## src/rtl/alu_design_core.sv

```systemverilog
// 8-bit registered ALU: ADD/SUB/MUL/AND/OR/XOR/NOT/SHL, 16-bit result plus carry flag, one cycle latency.
// Optional registered zero flag output enabled by defining ALU_ZERO_FLAG_EN.
module alu_design_core (
  input  logic        clk,
  input  logic        rst,
  input  logic [7:0]  A,
  input  logic [7:0]  B,
  input  logic [2:0]  op_code,
  output logic [15:0] alu_out,
`ifdef ALU_ZERO_FLAG_EN
  output logic        zero,
`endif
  output logic        c_out
);

  localparam logic [2:0] OP_ADD = 3'b000;
  localparam logic [2:0] OP_SUB = 3'b001;
  localparam logic [2:0] OP_MUL = 3'b010;
  localparam logic [2:0] OP_AND = 3'b011;
  localparam logic [2:0] OP_OR  = 3'b100;
  localparam logic [2:0] OP_XOR = 3'b101;
  localparam logic [2:0] OP_NOT = 3'b110;
  localparam logic [2:0] OP_SHL = 3'b111;

  logic [8:0]  w_sum;
  logic [8:0]  w_diff;
  logic [15:0] w_prod;
  logic [15:0] w_nextOut;
  logic        w_nextCarry;
  logic [15:0] r_aluOut;
  logic        r_cOut;

  assign w_sum  = {1'b0, A} + {1'b0, B};
  assign w_diff = {1'b0, A} - {1'b0, B};
  assign w_prod = {8'h00, A} * {8'h00, B};

  // Carry from ADD lives only in c_out; the result keeps the wrapped low byte.
  always_comb begin
    w_nextOut   = 16'h0000;
    w_nextCarry = 1'b0;
    case (op_code)
      OP_ADD: begin
        w_nextOut   = {8'h00, w_sum[7:0]};
        w_nextCarry = w_sum[8];
      end
      OP_SUB: begin
        w_nextOut   = {8'h00, w_diff[7:0]};
        w_nextCarry = (A < B);
      end
      OP_MUL: w_nextOut = w_prod;
      OP_AND: w_nextOut = {8'h00, A & B};
      OP_OR:  w_nextOut = {8'h00, A | B};
      OP_XOR: w_nextOut = {8'h00, A ^ B};
      OP_NOT: w_nextOut = {8'h00, ~A};
      OP_SHL: begin
        w_nextOut   = {7'h00, A, 1'b0};
        w_nextCarry = A[7];
      end
      default: begin
        w_nextOut   = 16'h0000;
        w_nextCarry = 1'b0;
      end
    endcase
  end

  always_ff @(posedge clk) begin
    if (rst) begin
      r_aluOut <= 16'h0000;
      r_cOut   <= 1'b0;
    end else begin
      r_aluOut <= w_nextOut;
      r_cOut   <= w_nextCarry;
    end
  end

  assign alu_out = r_aluOut;
  assign c_out   = r_cOut;

`ifdef ALU_ZERO_FLAG_EN
  logic r_zero;

  // Zero reflects the value being registered this edge, so it tracks alu_out exactly.
  always_ff @(posedge clk) begin
    if (rst) begin
      r_zero <= 1'b1;
    end else begin
      r_zero <= (w_nextOut == 16'h0000);
    end
  end

  assign zero = r_zero;
`endif

endmodule

```

## config.mk

```make
export PLATFORM = sky130hd
export DESIGN_NAME = alu_design_core
export DESIGN_NICKNAME = d
export VERILOG_FILES = /design/src/rtl/alu_design_core.sv
export SDC_FILE = /design/constraint.sdc
export NUM_CORES = 1
export LEC_CHECK = 0
export CAP_MARGIN = 20
export CORE_MARGIN = 4
export CORE_UTILIZATION = 60
export CTS_CLUSTER_DIAMETER = 30
export CTS_CLUSTER_SIZE = 24
export DETAILED_ROUTE_END_ITERATION = 6
export GPL_TIMING_DRIVEN = 0
export PLACE_DENSITY = 0.81
export SYNTH_ARGS = -nofsm -noshare
export SYNTH_HDL_FRONTEND = slang
export SYNTH_SLANG_ARGS = --single-unit
```

## constraint.sdc

```tcl
create_clock -name clk -period 5.9 [get_ports clk]
set_input_delay 0.885 -clock clk [delete_from_list [all_inputs] [get_ports clk]]
set_output_delay 0.885 -clock clk [all_outputs]
set_load 0.02 [all_outputs]
```

==> impl_metrics.yaml <==
clocking:
  clock_path_buffers: 2
  cts.sinks: 17
  cts_buffers: 3
  clk_pin_slew_ns: 0.07
  clock-root-buffer: "clkbuf_8"
  cts_hold_buf: 0
  cts_tree: "yes"
  ctsHtreeMaxLevel: 1
global_routing:
  grt_pass1_wl_um: 16900
  grt_start_max_net_pins: 12
  gr-total-overflow: 0
  track_usage: 0.276
  grt_antenna_before_repair: 0
  grt_pass1_vias: 3633
power:
  p_sw_uw: 470
  pwr-share-comb: 0.769
  seq_power_share: 0.136
  power_density_nw_per_um2: 220
  p_sw_frac: 0.492
  intPower_uw: 485
  clock_power_share: 0.095
  irDropWorstVdd_uv: 275
  power.total_uw: 954
  p_leak_uw: 0.00210
layout:
  synthToLayoutAreaGrowth_pct: 14.1
  fin_area_um2: 4340
  nets: 643
  antenna_cells: 0
  regArea_um2: 340
  drive_gt1_frac: 0.0727
  fillers: 489
  fin_util: 0.721
  multi_input_area_um2: 3090
floorplanning:
  dieArea_um2: 7680
  start_util: 0.632
  rows: 28
  die_x_um: 87.7
  core_um2: 6030
  die_y_um: 87.7
  num_io_pins: 38
min_path:
  hold_path.class: "in -> reg"
  holdPathStages: 3
sta:
  setup_violations: 0
  slew_headroom: 0.465
  fmax_ghz: 0.178
  final_hold_viol_count: 0
  grt_setup_unrepaired: "false"
  hold_slack_ns: 1.38
  min_period_ns: 5.62
  fin_crit_sh: 0.952
  tightest_slew_ns: 0.796
  slew_violations: 0
synth:
  synth_area_um2: 3810
  avgSynthCellArea_um2: 7.95
  ys_seq_elements: 17
  yosysWarnings: 0
  yosys.cell_types.count: 62
  yosysMostFrequentCell: "inv_1"
  synth_top_area_frac: 0.200
  ys_seq_area_frac: 0.0894
  synth_edf_count: 0
  synthesis.nets: 598
  synth-main-ff-cell: "dfxtp_1"
  synthCells: 479
  yosys.area.top_type: "fa_1"
  synthArstFlopShare: 0
  yosys-top-cells-area: "fa_1 (20%), ha_1 (20%), dfxtp_1 (8.9%)"
  ys_top_cells_by_count: "inv_1 (74), nor2_1 (71), ha_1 (60)"
routing:
  routed_wl_um: 9850
  drt-vias-per-instance: 5.93
  drtAntennaViolNets: 0
  drt_iter0_drc: 203
  vias: 3546
  wire_per_inst_um: 16.5
  drt_first_pass_iters: 5
  drc: 0
critical_path:
  timing.critical_path.from: "A[1]"
  cp_num_cells: 15
  path_common_cell: "fa_1"
  endpoint_kind: "flop"
  cp_slowest_stage_delay_ns: 0.72
  critPathRequiredTime_ns: 6.10
  crit_path_cell_trace: "clkdlybuf4s50_1 -> clkinvlp_4 -> nor2_1 -> fa_1 -> fa_1 -> fa_1 -> inv_1 -> fa_1 -> inv_1 -> ha_1 -> and2_4 -> nand3_2 -> o311a_1 -> or4_1 -> nand3_1"
  startpoint_type: "input pin"
  worstPathMaxFanout: 6
  critPathArrivalTime_ns: 5.82
  crit_end: "alu_out[14]"
  crit_path_top_delay_cell: "clkdlybuf4s50_1"
  path_class: "in -> reg"
  crit_buf_inv: 4
  critPathTopFamily: "adder cells"
placed_design:
  gp_congestion: 0.963
  placed_cell_area_um2: 4270
  dp_hpwl_um: 8130
  port_buffers: 37
run:
  maxCapViolCount: 0
outcome:
  status: "complete, no violations"
[worst min path at each step]
stage / endpoint / start
after floorplan: alu_out[8] / A[7]
after global placement: alu_out[13] / rst
after detailed placement: alu_out[13] / rst
after CTS: alu_out[13] / rst
after global routing: alu_out[13] / rst
final: alu_out[13] / rst
[area by class of cell]
| cell class | instances | area share |
|---|---|---|
| clock buffer | 4 | 0.0104 |
| sequential | 17 | 0.0784 |
| tap | 75 | 0.0216 |
| buffer | 16 | 0.0184 |
| inverter | 79 | 0.0691 |
| multi-input combinational | 367 | 0.712 |
| timing repair buffer | 40 | 0.0905 |
[sequential cells by signal, summed over array words and instances (netlist names)]
register and flops:
alu_out 16, c_out 1
[through the flow]
step	instances	TNS [ns]	setup slack, ns
finish	598	0	0.281
detailed placement	591	-0.100	-0.100
floorplan	479	0	1.01
global route	598	0	0.0674
CTS	595	0	0.126
global placement	591	-0.0949	-0.0949
[placed cells by master, fill, tap and decap left out, types with 4 or more instances in the layout]
cell type and count:
a211oi_1 5, a21o_1 7, a21oi_1 29, a221oi_2 4, buf_2 6, buf_4 4
clkbuf_1 5, clkdlybuf4s50_1 37, clkinv_1 4, dfxtp_1 17, fa_1 38, ha_1 60
inv_1 74, nand2_1 31, nand2b_1 5, nand3_1 7, nor2_1 71, nor2b_1 5
nor3_1 7, nor4_1 5, o21ai_0 18, o22ai_1 7, xnor2_1 6, xor2_1 7
[layer usage]
layer	GRT usage	vias up	share of wire	routed length (µm)
met5	0	-	0	0
met4	0.120	0	0.033	322
met3	0.0367	29	0.062	614
met2	0.477	154	0.50	4890
met1	0.342	1674	0.41	4030
li1	-	1689	-	-
[cells by family (layout without fill, tap and decap cells)]
family	after synthesis	after routing	share of synthesized area
buf+inv	95	139	0.0989
fa+ha+maj	98	98	0.397
compound gates	92	92	0.161
mux	7	7	0.0292
xor+xnor	13	13	0.0299
simple gates	157	157	0.194
flops	17	17	0.0894
[power groups by stage]
stage               clock network, µW  registers (µW)  logic (µW)
finish                           90.6             130         734
global route                     97.6             131         831
CTS                              92.5             130         731
detailed placement                  0             132         724
global placement                    0             132         708
floorplan                           0             148         524
[timing repair]
action / 4_1_cts / 5_1_grt
resized for setup: 0 / 1
endpoints found under the setup margin: 0 / 2
buffers inserted: 0 / 3
Power figures use the tool's default switching activity.
